## config.mk

```make
export PLATFORM = sky130hd
export DESIGN_NAME = serial_subtractor_flat
export DESIGN_NICKNAME = d
export VERILOG_FILES = /design/src/rtl/serial_subtractor_pkg.sv /design/src/rtl/serial_subtractor_if.sv /design/src/rtl/serial_subtractor_full_sub_cell.sv /design/src/rtl/serial_subtractor.sv /design/src/flat_wrapper.sv
export SDC_FILE = /design/constraint.sdc
export NUM_CORES = 1
export LEC_CHECK = 0
export CORE_UTILIZATION = 45
export CTS_CLUSTER_DIAMETER = 80
export DETAILED_ROUTE_END_ITERATION = 16
export PLACE_DENSITY_LB_ADDON = 0.08
export SYNTH_ARGS = -nofsm -noshare
export SYNTH_HDL_FRONTEND = slang
export SYNTH_HIERARCHICAL = 1
export SYNTH_SLANG_ARGS = --single-unit
```

## constraint.sdc

```tcl
create_clock -name clk -period 1.4 [get_ports clk]
set_clock_uncertainty 0.2 [all_clocks]
set_input_delay 0.28 -clock clk [delete_from_list [all_inputs] [get_ports clk]]
set_output_delay 0.28 -clock clk [all_outputs]
set_load 0.1 [all_outputs]
```

## src/rtl/serial_subtractor_pkg.sv

```systemverilog
// Shared types and helpers for the bit-serial subtractor.
// Holds the FSM state encoding, the default width and the half-subtractor primitive.
package serial_sub_pkg;

  typedef enum logic [1:0] {
    IDLE = 2'd0,
    RUN  = 2'd1,
    DONE = 2'd2
  } state_t;

  localparam int DEFAULT_W = 8;

  // Returns {borrow, diff} of x - y.
  function automatic logic [1:0] half_sub(input logic x, input logic y);
    return {~x & y, x ^ y};
  endfunction

endpackage

```

## src/rtl/serial_subtractor_if.sv

```systemverilog
// Operand/result handshake bundle for serial_subtractor.
// The master side supplies operands and accepts results; the slave side is the subtractor.
interface serial_subtractor_if
  import serial_sub_pkg::*;
#(
  parameter int W = DEFAULT_W
);
  logic         in_valid;
  logic         in_ready;
  logic [W-1:0] a;
  logic [W-1:0] b;
  logic         out_valid;
  logic         out_ready;
  logic [W-1:0] diff;
  logic         borrow;

  modport master (
    output in_valid, a, b, out_ready,
    input  in_ready, out_valid, diff, borrow
  );

  modport slave (
    input  in_valid, a, b, out_ready,
    output in_ready, out_valid, diff, borrow
  );
endinterface

```

## src/rtl/serial_subtractor_full_sub_cell.sv

```systemverilog
// Combinational 1-bit full subtractor: x - y - bin.
// Two cascaded half-subtractors; either stage borrowing produces the outgoing borrow.
module full_sub_cell
  import serial_sub_pkg::*;
(
  input  logic x,
  input  logic y,
  input  logic bin,
  output logic d,
  output logic bout
);
  logic [1:0] w_h1;
  logic [1:0] w_h2;

  assign w_h1 = half_sub(x, y);
  assign w_h2 = half_sub(w_h1[0], bin);
  assign d    = w_h2[0];
  assign bout = w_h1[1] | w_h2[1];
endmodule

```

## src/rtl/serial_subtractor.sv

```systemverilog
// Bit-serial unsigned subtractor, LSB first, one bit per clock.
// Operands load in IDLE, W bits shift through one full-subtract cell in RUN, result is held in DONE.
module serial_subtractor
  import serial_sub_pkg::*;
#(
  parameter int W = DEFAULT_W
) (
  input  logic                 clk,
  input  logic                 rst,
  serial_subtractor_if.slave   bus,
  output logic                 busy
);
  localparam int CW = $clog2(W + 1);

  state_t         r_state;
  logic [W-1:0]   r_a_sh;
  logic [W-1:0]   r_b_sh;
  logic [W-1:0]   r_diff;
  logic           r_bff;
  logic [CW-1:0]  r_cnt;
  logic           r_in_ready;
  logic           r_out_valid;
  logic           r_busy;

  logic           w_d;
  logic           w_bout;
  logic [W:0]     w_diff_ins;

  full_sub_cell u_cell (
    .x    (r_a_sh[0]),
    .y    (r_b_sh[0]),
    .bin  (r_bff),
    .d    (w_d),
    .bout (w_bout)
  );

  // New bit enters at the MSB; the concatenation keeps this legal for W=1.
  assign w_diff_ins = {w_d, r_diff};

  always_ff @(posedge clk) begin
    if (rst) begin
      r_state     <= IDLE;
      r_a_sh      <= '0;
      r_b_sh      <= '0;
      r_diff      <= '0;
      r_bff       <= 1'b0;
      r_cnt       <= '0;
      r_in_ready  <= 1'b1;
      r_out_valid <= 1'b0;
      r_busy      <= 1'b0;
    end else begin
      case (r_state)
        IDLE: begin
          if (bus.in_valid) begin
            r_a_sh     <= bus.a;
            r_b_sh     <= bus.b;
            r_bff      <= 1'b0;
            r_cnt      <= '0;
            r_in_ready <= 1'b0;
            r_busy     <= 1'b1;
            r_state    <= RUN;
          end
        end
        RUN: begin
          r_a_sh <= r_a_sh >> 1;
          r_b_sh <= r_b_sh >> 1;
          r_diff <= w_diff_ins[W:1];
          r_bff  <= w_bout;
          r_cnt  <= r_cnt + 1'b1;
          if (r_cnt == CW'(W - 1)) begin
            r_out_valid <= 1'b1;
            r_state     <= DONE;
          end
        end
        DONE: begin
          if (bus.out_ready) begin
            r_out_valid <= 1'b0;
            r_in_ready  <= 1'b1;
            r_busy      <= 1'b0;
            r_state     <= IDLE;
          end
        end
        default: begin
          r_out_valid <= 1'b0;
          r_in_ready  <= 1'b1;
          r_busy      <= 1'b0;
          r_state     <= IDLE;
        end
      endcase
    end
  end

  assign bus.in_ready  = r_in_ready;
  assign bus.out_valid = r_out_valid;
  assign bus.diff      = r_diff;
  assign bus.borrow    = r_bff;
  assign busy          = r_busy;
endmodule

```

## src/flat_wrapper.sv

```systemverilog
// flat-port wrapper written by rule: the top's interface ports become plain ports
module serial_subtractor_flat import serial_sub_pkg::*;
#(
  parameter int W = DEFAULT_W
)
  (clk, rst, busy, bus_in_valid, bus_a, bus_b, bus_out_ready, bus_in_ready, bus_out_valid, bus_diff, bus_borrow);
  serial_subtractor_if #(.W(W)) bus_i ();
  input  logic clk;
  input  logic rst;
  output logic busy;
  input wire logic [$bits(bus_i.in_valid)-1:0] bus_in_valid;
  input wire logic [$bits(bus_i.a)-1:0] bus_a;
  input wire logic [$bits(bus_i.b)-1:0] bus_b;
  input wire logic [$bits(bus_i.out_ready)-1:0] bus_out_ready;
  output wire logic [$bits(bus_i.in_ready)-1:0] bus_in_ready;
  output wire logic [$bits(bus_i.out_valid)-1:0] bus_out_valid;
  output wire logic [$bits(bus_i.diff)-1:0] bus_diff;
  output wire logic [$bits(bus_i.borrow)-1:0] bus_borrow;
  assign bus_i.in_valid = bus_in_valid;
  assign bus_i.a = bus_a;
  assign bus_i.b = bus_b;
  assign bus_i.out_ready = bus_out_ready;
  assign bus_in_ready = bus_i.in_ready;
  assign bus_out_valid = bus_i.out_valid;
  assign bus_diff = bus_i.diff;
  assign bus_borrow = bus_i.borrow;
  serial_subtractor #(.W(W)) u_core (.clk(clk), .rst(rst), .bus(bus_i), .busy(busy));
endmodule
```

Word level (Yosys, flattened, before mapping)
Cells that the tools add are included.
{"block": "totals", "ff_bits": 34, "wordCells": 50}
{"block": "op_classes", "n_addsub": 1, "eq_ne": 6, "mux": 19, "bitwise": 9, "n_reduce_logical": 6}
{"cell": "case mux 8 bit (2 select lines)", "count": 2}
{"cell": "two-way mux 8 bit", "count": 2}
{"cell": "case mux 1 bit (3 select lines)", "count": 3}
{"cell": "AND reduction 3 bit", "count": 3}
{"cell": "case mux 4 bit (2 select lines)", "count": 1}
{"cell": "two-way mux 2 bit", "count": 3}
{"cell": "case mux 2 bit (3 select lines)", "count": 1}
{"cell": "two-way mux 1 bit", "count": 5}
{"cell": "adder 4 x 1 -> 4 bit (second input constant)", "count": 1}
{"cell": "equality test 4 x 3 -> 1 bit (second input constant)", "count": 1}
{"cell": "two-way mux 4 bit", "count": 1}
{"cell": "inequality test 2 bit (second input constant)", "count": 2}
{"cell": "NOT 1 bit", "count": 4}
{"cell": "AND 1 bit", "count": 2}
{"cell": "equality test 2 x 1 -> 1 bit (second input constant)", "count": 1}
{"cell": "equality test 2 bit (second input constant)", "count": 1}
{"cell": "zero test 2 bit", "count": 1}
{"cell": "inequality test 2 x 1 -> 1 bit (second input constant)", "count": 1}
{"cell": "case mux 1 bit (2 select lines)", "count": 1}
{"cell": "AND reduction 2 bit", "count": 1}
{"cell": "nonzero test 2 bit", "count": 1}
{"cell": "XOR 1 bit", "count": 2}
{"cell": "bitwise OR 1 bit", "count": 1}

Logic depth before layout (Yosys ltp)
Gate-level depths: netlist (run 1).
{"block": "depth", "ltp_word": 5, "depth_mapped": 5, "mapped_depth_nobuf": 5}

Hierarchy
The synthesis (run 1) kept the hierarchy.
{"module": "serial_subtractor", "instances": 1, "cells_per_inst": 194, "area_per_inst_um2": 1567.8, "seq_area_each_um2": 680.7}
{"module": "full_sub_cell", "instances": 1, "cells_per_inst": 4, "area_per_inst_um2": 31.3, "seq_area_each_um2": 0.0}

Least setup slack after synthesis (run 1)
Ideal clock, no wire load.
{"block": "synth_path", "kind": "register -> register", "start": "register u_core.r_bff, in the netlist u_core/bus.borrow", "end": "register u_core.r_diff[7], in the netlist u_core/bus.diff[7]", "arrival_ns": 1.709, "t_required_ns": 1.130, "slack_ns": -0.580, "path_stages_with_launch": 5, "n_path_buf": 0, "path_cell_list": "dfxtp_1 > inv_1 > fa_1 > nand2_1 > a21oi_1"}
{"block": "synth_between", "elab_chain_cells": 1}
{"item": "from (decl)", "line_no": "serial_subtractor.sv:19", "rtl": "logic r_bff;"}
{"item": "from (signal assigned)", "line_no": "serial_subtractor.sv:68", "rtl": "r_bff <= w_bout;"}
{"item": "XOR 1 bit", "line_no": "serial_subtractor_pkg.sv:15", "rtl": "return {~x & y, x ^ y};"}
{"item": "named net u_core.w_d", "line_no": "serial_subtractor.sv:25", "rtl": "logic w_d;"}
{"item": "to (signal assigned)", "line_no": "serial_subtractor.sv:67", "rtl": "r_diff <= w_diff_ins[W:1];"}
{"item": "to (decl)", "line_no": "serial_subtractor.sv:18", "rtl": "logic [W-1:0] r_diff;"}
The timed path passes the listed nets, and every way through them passes these cells.
A chain may end at the register's enable or synchronous reset.

Final worst setup path (run 1)
{"block": "layout_path", "start": "register u_core.r_state[0]", "end": "register u_core.r_diff[3], in the netlist u_core/bus.diff[3]"}
{"block": "layout_between", "elab_chain_cells": 1}
{"item": "from (decl)", "line_no": "serial_subtractor.sv:15", "rtl": "state_t r_state;"}
{"item": "from (signal assigned)", "line_no": "serial_subtractor.sv:42", "rtl": "r_state <= IDLE;"}
{"item": "from (signal assigned)", "line_no": "serial_subtractor.sv:61", "rtl": "r_state <= RUN;"}
{"item": "from (signal assigned)", "line_no": "serial_subtractor.sv:72", "rtl": "r_state <= DONE;"}
{"item": "equality test 2 x 1 -> 1 bit", "line_no": "serial_subtractor.sv:52", "rtl": "case (r_state)"}
No other way between the ends.

==> results by group, run 1 <==
Run status
  – Outcome: finished, final reports clean

Finish
  – P&R area growth vs syn: 48.0%
  – Core Util, Final: 0.703
  – Share of layout cells above drive strength 1: 0.355
  – Antenna cells: 0
  – Final #Nets: 266

Setup path
  – FF-to-FF End: u_core/bus.diff[3]$_SDFFE_PP0P_
  – R2R cell count: 5
  – Critical path buffers and inverters: 2
  – CP required: 1.45 ns
  – Crit end category: flip-flop
  – Worst Path Arrival: 1.43 ns
  – CP Launch Point: u_core/r_state[0]$_SDFFE_PP0P_
  – Crit-path max cell delay: 0.39 ns
  – Startpoint types: flip-flop
  – CP top delay family: flip-flops
  – Critical path peak fanout: 8
  – Worst r2r src: u_core/r_state[0]$_SDFFE_PP0P_
  – Worst Setup Path Type: reg2reg
  – End point of the critical path: u_core/bus.diff[3]$_SDFFE_PP0P_
  – Critical Path Stages: 5
  – R2r setup slk: 0.02 ns
  – Most Frequent Cell on Critical Path: buf_6
  – CP cell instances: buf_6, and2b_2, buf_6, nand2_1, a21oi_1
  – CP max stage cell: dfxtp_4

Timing
  – Final Slew Violations: 0
  – Final period utilization: 0.986
  – Final setup fails: 0
  – Final Hold Viols: 0
  – Final min period: 1.38 ns
  – Least-Margin Pin Slew: 0.316 ns
  – Slew margin rel.: 0.789
  – Hold Slack: 0.279 ns
  – Unrepaired setup endpoints after global routing: yes
  – Max Fclk: 725 MHz

GRT
  – Vias in the first global route: 1396
  – Congestion Overflow GR: 0
  – Initial antenna violation count: 0
  – GRT Util Overall: 0.220
  – Pin count of the biggest net entering global routing: 22
  – First-pass GRT wire length: 6000 µm

Synthesis
  – Post-synth top area share: 0.426
  – Biggest area consumer among synthesized cells: dfxtp_1
  – Commonest cells in the netlist: a21oi_1 (34), dfxtp_1 (34), nand2_1 (23)
  – Synthesized flop and latch total: 34
  – Synth async-reset ratio: 0
  – EDFF count, synth: 0
  – Synth top area cells: dfxtp_1 (43%), a21oi_1 (11%), o221a_2 (5.6%)
  – YS warnings: 6
  – Cell count after synthesis: 198
  – Sequential area share after synthesis: 0.426
  – Netlist area before placement: 1600 µm²
  – Top_reg_cell synth: dfxtp_1
  – Yosys cell types: 34
  – Synthesized area per cell: 8.08 µm²
  – Post-Syn Nets: 220

Place
  – IO Port Bufs: 31
  – Gpl congestion: 0.745
  – HPWL after DPL: 2670 µm

Clock network
  – CTS tree: done
  – CTS H-tree lvls: 2
  – Worst skew pair latency: 0.34 ns
  – Reg clk slew, reported paths: 0.10 ns
  – Sink Count: 34
  – Root buf cell: clkbuf_4
  – CTS max path bufs: 2
  – Num CTS Buffers: 5

Power
  – Power Total: 2100 µW
  – Total leakage power: 0.000935 µW
  – Power Density: 888 nW/µm²
  – Max IR drop VDD: 531 µV

Floorplan
  – Chip height: 61.6 µm
  – Die width: 61.6 µm
  – IO Count: 32
  – Die Area: 3800 µm²
  – Core area: 3360 µm²
  – Initial Utilization: 0.475
  – Cell Rows: 21

Run
  – Max cap viols: 0

Detailed routing
  – DR iter-0 viols: 39
  – DR WL/cell: 13.4 µm
  – Drt total wl: 3900 µm
  – Number of nets still failing antenna checks after routing: 0
  – Mean number of vias per cell: 5.27
  – DR pass1 iterations: 4
  – # DRC: 0
  – Total number of vias: 1533

Worst hold path
  – Hold Crit Class: reg2reg
## through the flow
step	setup TNS (ns)	std cells	area [µm²]	setup WS [ns]
2_1_floorplan	-0.166	198	1630	-0.0978
3_3_place_gp	-10.04	279	2190	-0.463
3_5_place_dp	-10.59	279	2190	-0.493
4_1_cts	0	287	2260	0.00457
5_1_grt	-0.239	291	2370	-0.0469
6_report	0	291	2370	0.0201
## power breakdown
part	total [µW]	internal (µW)	leakage [µW]	switching [µW]
clock network	569	243	0.0000353	326
logic	475	239	0.000611	236
registers	1060	1010	0.000289	46.2
total	2100	1490	0.000935	609
## how the worst min path moves through the flow
| stage | from | to | slack (ns) | depth (start not counted) |
|---|---|---|---|---|
| floorplan | u_core/r_a_sh[7]$_SDFFE_PP0P_ | u_core/r_a_sh[7]$_SDFFE_PP0P_ | 0.25 | 2 |
| global placement | u_core/bus.diff[0]$_SDFFE_PP0P_ | u_core/bus.diff[0]$_SDFFE_PP0P_ | 0.26 | 2 |
| detailed placement | u_core/bus.diff[0]$_SDFFE_PP0P_ | u_core/bus.diff[0]$_SDFFE_PP0P_ | 0.27 | 2 |
| CTS | u_core/bus.diff[0]$_SDFFE_PP0P_ | u_core/bus.diff[0]$_SDFFE_PP0P_ | 0.28 | 2 |
| global route | u_core/bus.out_valid$_SDFFE_PP0P_ | u_core/bus.out_valid$_SDFFE_PP0P_ | 0.32 | 2 |
| finish | u_core/bus.diff[0]$_SDFFE_PP0P_ | u_core/bus.diff[0]$_SDFFE_PP0P_ | 0.28 | 2 |
## sequential cells by signal, summed over array words and instances (netlist names)
register and cells:
u_core/bus.diff 8, u_core/r_a_sh 8, u_core/r_b_sh 8, u_core/r_cnt 4, u_core/r_state 2, u_core/bus.borrow 1
u_core/bus.in_ready 1, u_core/bus.out_valid 1, u_core/busy 1
## logic make-up after synthesis
group / count (synthesis) / share of synthesized area
compound gates: 57 / 0.232
simple gates: 78 / 0.244
fa+ha+maj: 2 / 0.0203
flops: 34 / 0.426
mux: 1 / 0.00626
buf+inv: 26 / 0.0720
## what timing repair did
item | CTS | global route
hold buffers | 0 | 0
buffers inserted | 0 | 4
resized for setup | 5 | 29
pin swaps | 0 | 7
setup endpoints to repair | 18 | 35
## area by class of cell
type                       count  area [µm²]
fill                         301         997
inverter                      11        41.3
sequential                    34         727
clock buffer                   7        55.1
tap                           46        57.6
clock inverter                 1        5.00
multi-input combinational    138         851
timing repair buffer          54         629
## routing by layer
layer / up-vias / track usage / share of wire / wire length [µm]
li1: 769 / - / - / -
met4: 0 / 0.0857 / 0.019 / 76
met2: 37 / 0.352 / 0.49 / 1910
met1: 718 / 0.276 / 0.45 / 1760
met3: 9 / 0.0693 / 0.042 / 163
met5: - / 0 / 0 / 0
## worst register-to-register path: cells and delay by family (launching register included)
kind                   cells  cell delay [ns]
DFF                        1             0.39
buffers and inverters      2             0.27
and+or+nand+nor            2             0.26
AOI/OAI and AO/OA          1             0.16
## placed cells by master (no fill, tap or decap), types with 3 or more instances in the layout
master           instances
clkdlybuf4s50_1         18
dfxtp_2                  4
clkbuf_4                 5
nor3_1                   5
dfxtp_1                 19
nor2_1                  21
or3b_2                   4
buf_12                  13
buf_6                    4
a21oi_1                 28
nor2b_1                  4
o221a_2                  8
nand2b_1                 8
nand2_1                 21
a21oi_2                  6
dfxtp_4                 11
inv_1                    9
buf_4                   18
o22a_1                   3
Note: power is estimated with default switching activity, not from simulation.
==> inputs of run 2 (changes only) <==
--- a/config.mk
+++ b/config.mk
@@ -5,6 +5,7 @@
 export SDC_FILE = /design/constraint.sdc
 export NUM_CORES = 1
 export LEC_CHECK = 0
+export CORE_MARGIN = 8
 export CORE_UTILIZATION = 45
 export CTS_CLUSTER_DIAMETER = 80
 export DETAILED_ROUTE_END_ITERATION = 16
==> run 2 against run 1 <==
Effect of this change:
- core utilization shrank 0.11 points
- largest power group unchanged
- total power is 0.82% lower
- sequential power barely moved
- flip-flop and latch count is the same
- register-to-register slack about the same
- wire length increased by 2.2%
- final area fell by 0.16%
- sequential share of layout area is 0.27 points lower
==> results by group, run 2 (synthesis results as in run 1) <==
Setup path
  – Crit end category: flip-flop
  – Critical path peak fanout: 5
  – R2r setup slk: 0.03 ns
  – FF-to-FF End: u_core/r_a_sh[3]$_SDFFE_PP0P_
  – CP Launch Point: u_core/r_state[0]$_SDFFE_PP0P_
  – Startpoint types: flip-flop
  – End point of the critical path: u_core/r_a_sh[3]$_SDFFE_PP0P_
  – Worst r2r src: u_core/r_state[0]$_SDFFE_PP0P_
  – Worst Path Arrival: 1.39 ns
  – R2R cell count: 4
  – CP required: 1.42 ns
  – Worst Setup Path Type: reg2reg

Detailed routing
  – DR WL/cell: 13.8 µm
  – Total number of vias: 1511
  – Drt total wl: 3990 µm
  – Mean number of vias per cell: 5.23
  – # DRC: 0
  – Number of nets still failing antenna checks after routing: 0
  – DR iter-0 viols: 124
  – DR pass1 iterations: 4

Power
  – Max IR drop VDD: 647 µV
  – Power Total: 2080 µW
  – Power Density: 882 nW/µm²
  – Total leakage power: 0.000927 µW

GRT
  – Congestion Overflow GR: 0
  – Pin count of the biggest net entering global routing: 22
  – Initial antenna violation count: 0
  – First-pass GRT wire length: 6680 µm
  – Vias in the first global route: 1516
  – GRT Util Overall: 0.152

Timing
  – Max Fclk: 729 MHz
  – Final Hold Viols: 0
  – Unrepaired setup endpoints after global routing: yes
  – Slew margin rel.: 0.803
  – Final min period: 1.37 ns
  – Final period utilization: 0.980
  – Setup ws final: 0.0274 ns
  – Hold Slack: 0.279 ns
  – Setup TNS: 0 ns
  – Least-Margin Pin Slew: 0.295 ns
  – Final setup fails: 0
  – Final Slew Violations: 0

Finish
  – Share of layout cells above drive strength 1: 0.337
  – Commonest non-fill, non-tap cell in the layout: a21oi_1
  – Core Util, Final: 0.702
  – P&R area growth vs syn: 47.7%
  – Antenna cells: 0
  – Final #Nets: 265
  – Commonest non-fill, non-tap cells in the layout: a21oi_1 (27), nand2_1 (23), nor2_1 (21)

Clock network
  – Sink Count: 34
  – CTS tree: done
  – Reg clk slew, reported paths: 0.10 ns
  – Num CTS Buffers: 5
  – CTS H-tree lvls: 2
  – CTS max path bufs: 2
  – Worst skew pair latency: 0.33 ns
  – Root buf cell: clkbuf_4

Place
  – Worst slack at placement: -0.496 ns
  – HPWL after DPL: 2840 µm
  – Gpl congestion: 0.811
  – IO Port Bufs: 31

Worst hold path
  – Hold Crit Class: reg2reg

Floorplan
  – IO Count: 32
  – Core area: 3360 µm²
  – Cell Rows: 21
  – Initial Utilization: 0.475
  – Die width: 75.6 µm
  – Die Area: 5720 µm²
  – Chip height: 75.6 µm

Run status
  – Outcome: finished, final reports clean

Run
  – Max cap viols: 0
run 2: cell count changes in the layout (fill, tap and decap cells not counted), sizes merged:
cell and change:
clkinv -1, buf -1
run 2: critical path: stages, from the launching register on:
cell and delay [ns]:
dfxtp_4 0.38, buf_6 0.12, or3b_4 0.38, a21oi_2 0.14
nor3_1 0.05
run 2: repair_timing:
action	CTS	global route
setup endpoints to repair	23	22
gates resized for setup	3	28
hold endpoints to repair	0	0
gates cloned	0	0
hold buffers	0	0
setup buffers	0	5
pin swaps	0	5
run 2: layout make-up:
cell class | count | area (µm²)
clock buffer | 7 | 55.1
fill | 292 | 1000
inverter | 11 | 41.3
multi-input combinational | 138 | 851
sequential | 34 | 719
tap | 46 | 57.6
timing repair buffer | 53 | 638
run 2: how the worst min path moves through the flow:
stage | start | endpoint | cells after the start
floorplan | u_core/r_a_sh[7]$_SDFFE_PP0P_ | u_core/r_a_sh[7]$_SDFFE_PP0P_ | 2
global placement | u_core/bus.diff[0]$_SDFFE_PP0P_ | u_core/bus.diff[0]$_SDFFE_PP0P_ | 2
CTS | u_core/bus.diff[0]$_SDFFE_PP0P_ | u_core/bus.diff[0]$_SDFFE_PP0P_ | 2
global route | u_core/r_a_sh[2]$_SDFFE_PP0P_ | u_core/r_a_sh[2]$_SDFFE_PP0P_ | 2
finish | u_core/bus.diff[0]$_SDFFE_PP0P_ | u_core/bus.diff[0]$_SDFFE_PP0P_ | 2
detailed placement | u_core/r_a_sh[7]$_SDFFE_PP0P_ | u_core/r_a_sh[7]$_SDFFE_PP0P_ | 2
run 2: metal layers:
layer	track usage	routed length [µm]	up-vias
met5	0	0	-
met1	0.176	1720	703
met2	0.256	1920	34
met3	0.0539	298	6
met4	0.0469	46	0
li1	-	-	768
run 2: stage by stage:
step                      instance area (µm²)  std cells
after floorplan                          1630        198
after global placement                   2190        277
after detailed placement                 2190        277
after CTS                                2240        284
after global routing                     2360        289
final                                    2360        289
run 2: power by group:
| group | switching [µW] | internal (µW) |
|---|---|---|
| clock network | 302 | 237 |
| registers | 44.9 | 1020 |
| logic | 236 | 248 |
| total | 583 | 1500 |
==> edit 1 (settings of run 1) <==
Re-encode `state_t` (3 states) as one-hot, 3 bits wide.
--- a/src/rtl/serial_subtractor_pkg.sv
+++ b/src/rtl/serial_subtractor_pkg.sv
@@ -2,10 +2,10 @@
 // Holds the FSM state encoding, the default width and the half-subtractor primitive.
 package serial_sub_pkg;
 
-  typedef enum logic [1:0] {
-    IDLE = 2'd0,
-    RUN  = 2'd1,
-    DONE = 2'd2
+  typedef enum logic [2:0] {
+    IDLE = 3'b001,
+    RUN  = 3'b010,
+    DONE = 3'b100
   } state_t;
 
   localparam int DEFAULT_W = 8;
Formal check against the unedited RTL: no difference found for any inputs over 10 cycles, from zero or initial values and one cycle with rst high; not proved beyond that.
==> edit 1 against run 1 <==
  * The run now ends with negative setup slack left
  * Sequential share of layout area is 5.5 points lower
  * Worst setup slack lost 0.32 ns
  * Total power increased by 23%
  * Sequential cell count grew 1
  * Synthesized area grew 2.0%
  * Via count grew 7.0%
  * Worst hold slack improved by 0.027 ns
  * Wire length rose by 34%
  * Cell area rose by 24%
  * Critical endpoint is now u_core/r_a_sh[2]
  * Largest cell class unchanged
  * Highest routed layer unchanged
==> edit 1: results (changes against run 1) <==
[run_status]
status=complete, but fails checks
violations=negative setup slack

[hold_path]
min-delay-start=u_core/bus.diff[5]
min_to=u_core/bus.diff[4]

[worst_setup_path]
crit_start=bus_in_valid
crit_path_top_delay_cell=clkdlybuf4s50_1
r2r-end=u_core/r_a_sh[2]
worstPathMaxFanout=9  ; +1
crit_arrival_ns=1.77  ; +0.34 ns
cpPeakStageDelay_ns=0.51  ; +0.12 ns
r2r-start=u_core/r_state[1]
reg2reg_slack_ns=-0.29  ; -0.31 ns
reg2reg_depth=6  ; +1

[clocking]
root_buffer=clkbuf_4
cts-buffers-inserted=5  ; unchanged
clk_pin_slew_ns=0.11
clkLatencyLatePin_ns=0.36  ; +0.02 ns
h-tree-depth=2  ; unchanged

[finish]
drive_above_1_share=0.566  ; +0.211
num_antenna_cells=0  ; unchanged
nets=272  ; +2.3%

[placed_design]
pre_cts_ws_ns=-0.532  ; -0.0390 ns
place_congestion=0.824  ; +11%
placed_area_um2=2320  ; +5.9%
port_buffers=31  ; unchanged
dpl.hpwl_mm=2.56  ; -4.0%

[synthesis]
yosysWarnings=6  ; unchanged
ys_types=34  ; unchanged
yosysSeqAreaShare=0.429  ; +0.00378
synth_area_leaders=dfxtp_1 43%, a311oi_2 13%, nand2_1 11%
ys_top_cells_by_count=48 x nand2_1, 35 x dfxtp_1, 17 x nor2_1
synth.net_count=203  ; -7.7%

[sta]
slew_headroom=0.772  ; -0.0172
fin_tns_setup_ns=-6.61  ; -6.61 ns
setup_viol=36  ; +36
layout_setup_ws_ns=-0.296  ; -0.316 ns

[route]
drtPass1Iterations=4  ; unchanged
drt-initial-drc-count=75  ; +92%
postRouteWirelength_mm=5.23  ; +34%
avgViaCountPerCell=5.52  ; +4.8%

[global_routing]
grt_pass1_wl_mm=7.80  ; +30%
antenna_found_initial=0  ; unchanged
grt_use_total=0.259  ; +0.0387
grt_max_degree=19  ; -14%
grt_pass1_vias=1637  ; +17%

[pwr]
ir_worst_vdd_mv=0.730  ; +37%
power_leakage_nw=1.12  ; +20%

==> edit 1: cell types whose count changed after synthesis, sizes merged, moves of 3 or more <==
cell    change
nand3       +3
nand2      +25
nand2b      -5
nor2        -4
inv         -7
o22a        -3
a21oi      -20
clkbuf      -3
o221a       -8
or3b        -5
a311oi     +16
==> edit 1: how the worst max path moves through the flow <==
stage	cells after the start	to
4_1_cts	5	u_core/r_b_sh[5]
6_report	6	u_core/r_a_sh[2]
5_1_grt	6	u_core/r_a_sh[2]
3_3_place_gp	5	u_core/r_b_sh[4]
3_5_place_dp	5	u_core/r_b_sh[5]
2_1_floorplan	5	u_core/r_a_sh[4]
==> edit 1: per-stage QoR <==
stage / instances / hold WS, ns
after floorplan: 181 / 0.241
after global placement: 265 / 0.251
after detailed placement: 265 / 0.267
after CTS: 287 / 0.283
after global routing: 297 / 0.322
final: 297 / 0.305
==> edit 1: report_power, final <==
| part | switching, W | internal, W |
|---|---|---|
| combinational | 0.000329 | 0.000379 |
| clock | 0.000369 | 0.000422 |
| sequential | 0.0000522 | 0.00104 |
| total | 0.000750 | 0.00184 |
==> edit 1: timing repair <==
action	4_1_cts	5_1_grt
resized for setup	57	8
hold endpoints to repair	0	0
gates cloned	5	1
setup buffers	10	9
setup endpoints to repair	36	44
pin swaps	16	4
==> edit 1: cell families after synthesis <==
| group | count (synthesis) | share of synthesized area |
|---|---|---|
| and+or+nand+nor | 87 | 0.244 |
| DFF | 35 | 0.429 |
| buffers and inverters | 18 | 0.0751 |
| AOI/OAI and AO/OA | 37 | 0.219 |
| adders and majority gates | 2 | 0.0199 |
| muxes | 2 | 0.0123 |
==> edit 1: worst max-delay path, delay by kind of cell <==
family,cells,cell delay [ns]
AND/OR/NAND/NOR,2,0.38
buffers and inverters,3,0.86
AO/OA/AOI/OAI,1,0.25
==> edit 1: final cells by class <==
cell class,count,area (um2)
inverter,4,15.0
clock buffer,6,51.3
sequential,35,742
tap,46,57.6
multi-input combinational,128,1050
timing repair buffer,76,987
clock inverter,2,35.0
fill,178,474
==> edit 1: routing by layer <==
layer / part of all wire / track usage / vias to the layer above
li1: - / - / 777
met3: 0.033 / 0.0496 / 9
met4: 0.017 / 0.0901 / 0
met5: 0 / 0 / -
met2: 0.54 / 0.467 / 42
met1: 0.41 / 0.303 / 812
==> edit 2 (config.mk and constraints of run 1) <==
Without the edit above. The package constant `DEFAULT_W` goes from 8 to 16.
--- a/src/rtl/serial_subtractor_pkg.sv
+++ b/src/rtl/serial_subtractor_pkg.sv
@@ -8,7 +8,7 @@
     DONE = 2'd2
   } state_t;
 
-  localparam int DEFAULT_W = 8;
+  localparam int DEFAULT_W = 16;
 
   // Returns {borrow, diff} of x - y.
   function automatic logic [1:0] half_sub(input logic x, input logic y);
Ports: changed (resized bus_a, bus_b and bus_diff); port bits go from 32 to 56. No check against the original RTL was run, so the function may have changed too.
==> edit 2 against run 1 <==
  * Total power up 87%
  * Worst setup slack got worse by 0.018 ns
  * Wire length rose by 50%
  * Sequential cell count up 25
  * Combinational power is 50% higher
  * Cell area grew 59%
  * Sequential power rose by 75%
  * Synthesized area increased by 58%
  * Critical endpoint is now u_core/r_cnt[4]
==> edit 2: results (changes against run 1) <==
[run_status]
status=finished, final reports clean

[worst_setup_path]
crit_arrival_ns=1.41  ; -0.02 ns
reg2reg_slack_ns=0.002  ; -0.02 ns
crit_start=u_core/r_cnt[0]
r2r-end=u_core/r_cnt[4]
worstPathMaxFanout=3  ; -5

[finish]
drive_above_1_share=0.274  ; -0.0806
fin_cells=438  ; +51%
nets=402  ; +51%

[route]
avgViaCountPerCell=5.32  ; +1.0%
drt-initial-drc-count=141  ; +260%
met1Wirelength_mm=2.74  ; +56%
dr_wl_met3_um=264  ; +62%

[synthesis]
ys_types=29  ; -15%
synth.area.mux_share=0  ; -0.00626
synthAdderAreaFrac=0.0179  ; -0.00246
synth-compound-area-share=0.265  ; +0.0332
ys_top_cells_by_count=63 x nor2_1, 59 x dfxtp_1, 36 x nand2_1

[placed_design]
placed_area_um2=3460  ; +58%
place_congestion=0.736  ; -1.3%
port_buffers=55  ; +77%
pre_cts_ws_ns=-0.380  ; +0.113 ns
dpl.hpwl_mm=3.83  ; +43%

[clocking]
clk_pin_slew_ns=0.06  ; -0.04 ns
h-tree-depth=3  ; +1
post_cts_resized=9  ; +4
root_buffer=clkbuf_8

[hold_path]
min_to=u_core/busy

[global_routing]
grt_max_degree=60  ; +170%
gr-usage-met3=0.0595  ; -0.00980

[pwr]
ir_worst_vdd_mv=0.659  ; +24%

[sta]
finalCritPeriodShare=0.998  ; +0.0128
slew_headroom=0.770  ; -0.0191

[edit 2: cell types whose count changed in the layout (fill, tap and decap cells not counted), sizes merged, moves of 6 or more]
| cell | delta |
|---|---|
| buf | +10 |
| or3b | -6 |
| clkdlybuf4s50 | +15 |
| nand2b | -6 |
| nor2 | +42 |
| a21oi | -15 |
| o221a | -8 |
| nand2 | +13 |
| a211oi | +30 |
| dfxtp | +25 |
| nor3 | -6 |
| o2bb2ai | +26 |
[edit 2: per-stage QoR]
stage / total power [W] / hold slack (ns)
global route: 0.00413 / 0.207
detailed placement: 0.00256 / 0.271
finish: 0.00393 / 0.205
CTS: 0.00392 / 0.198
floorplan: 0.00228 / 0.228
global placement: 0.00255 / 0.264
[edit 2: worst max-delay path by stage]
stage,end,cells after the start
finish,u_core/r_cnt[4],5
global route,u_core/r_cnt[4],5
CTS,u_core/r_cnt[4],5
detailed placement,u_core/r_a_sh[10],5
global placement,u_core/r_a_sh[10],5
floorplan,u_core/bus.diff[15],4
[edit 2: power groups by stage]
stage / combinational (W) / clock (W) / sequential (W)
finish: 0.000713 / 0.00136 / 0.00185
global route: 0.000780 / 0.00149 / 0.00187
CTS: 0.000678 / 0.00140 / 0.00185
detailed placement: 0.000672 / 0 / 0.00189
global placement: 0.000665 / 0 / 0.00188
floorplan: 0.000348 / 0 / 0.00193
[edit 2: final cells by class]
class / instances / share of cell area
Tap cell: 70 / 0.0233
Clock inverter: 5 / 0.00733
Timing Repair Buffer: 80 / 0.269
Clock buffer: 11 / 0.0403
Multi-Input combinational cell: 207 / 0.331
Inverter: 6 / 0.00600
Sequential cell: 59 / 0.323
[edit 2: critical path, cell delays in order, from the launching register on]
cell,delay (ns)
dfxtp_2,0.34
ha_4,0.16
and3_4,0.17
ha_4,0.25
a2bb2oi_2,0.12
nor2_1,0.05
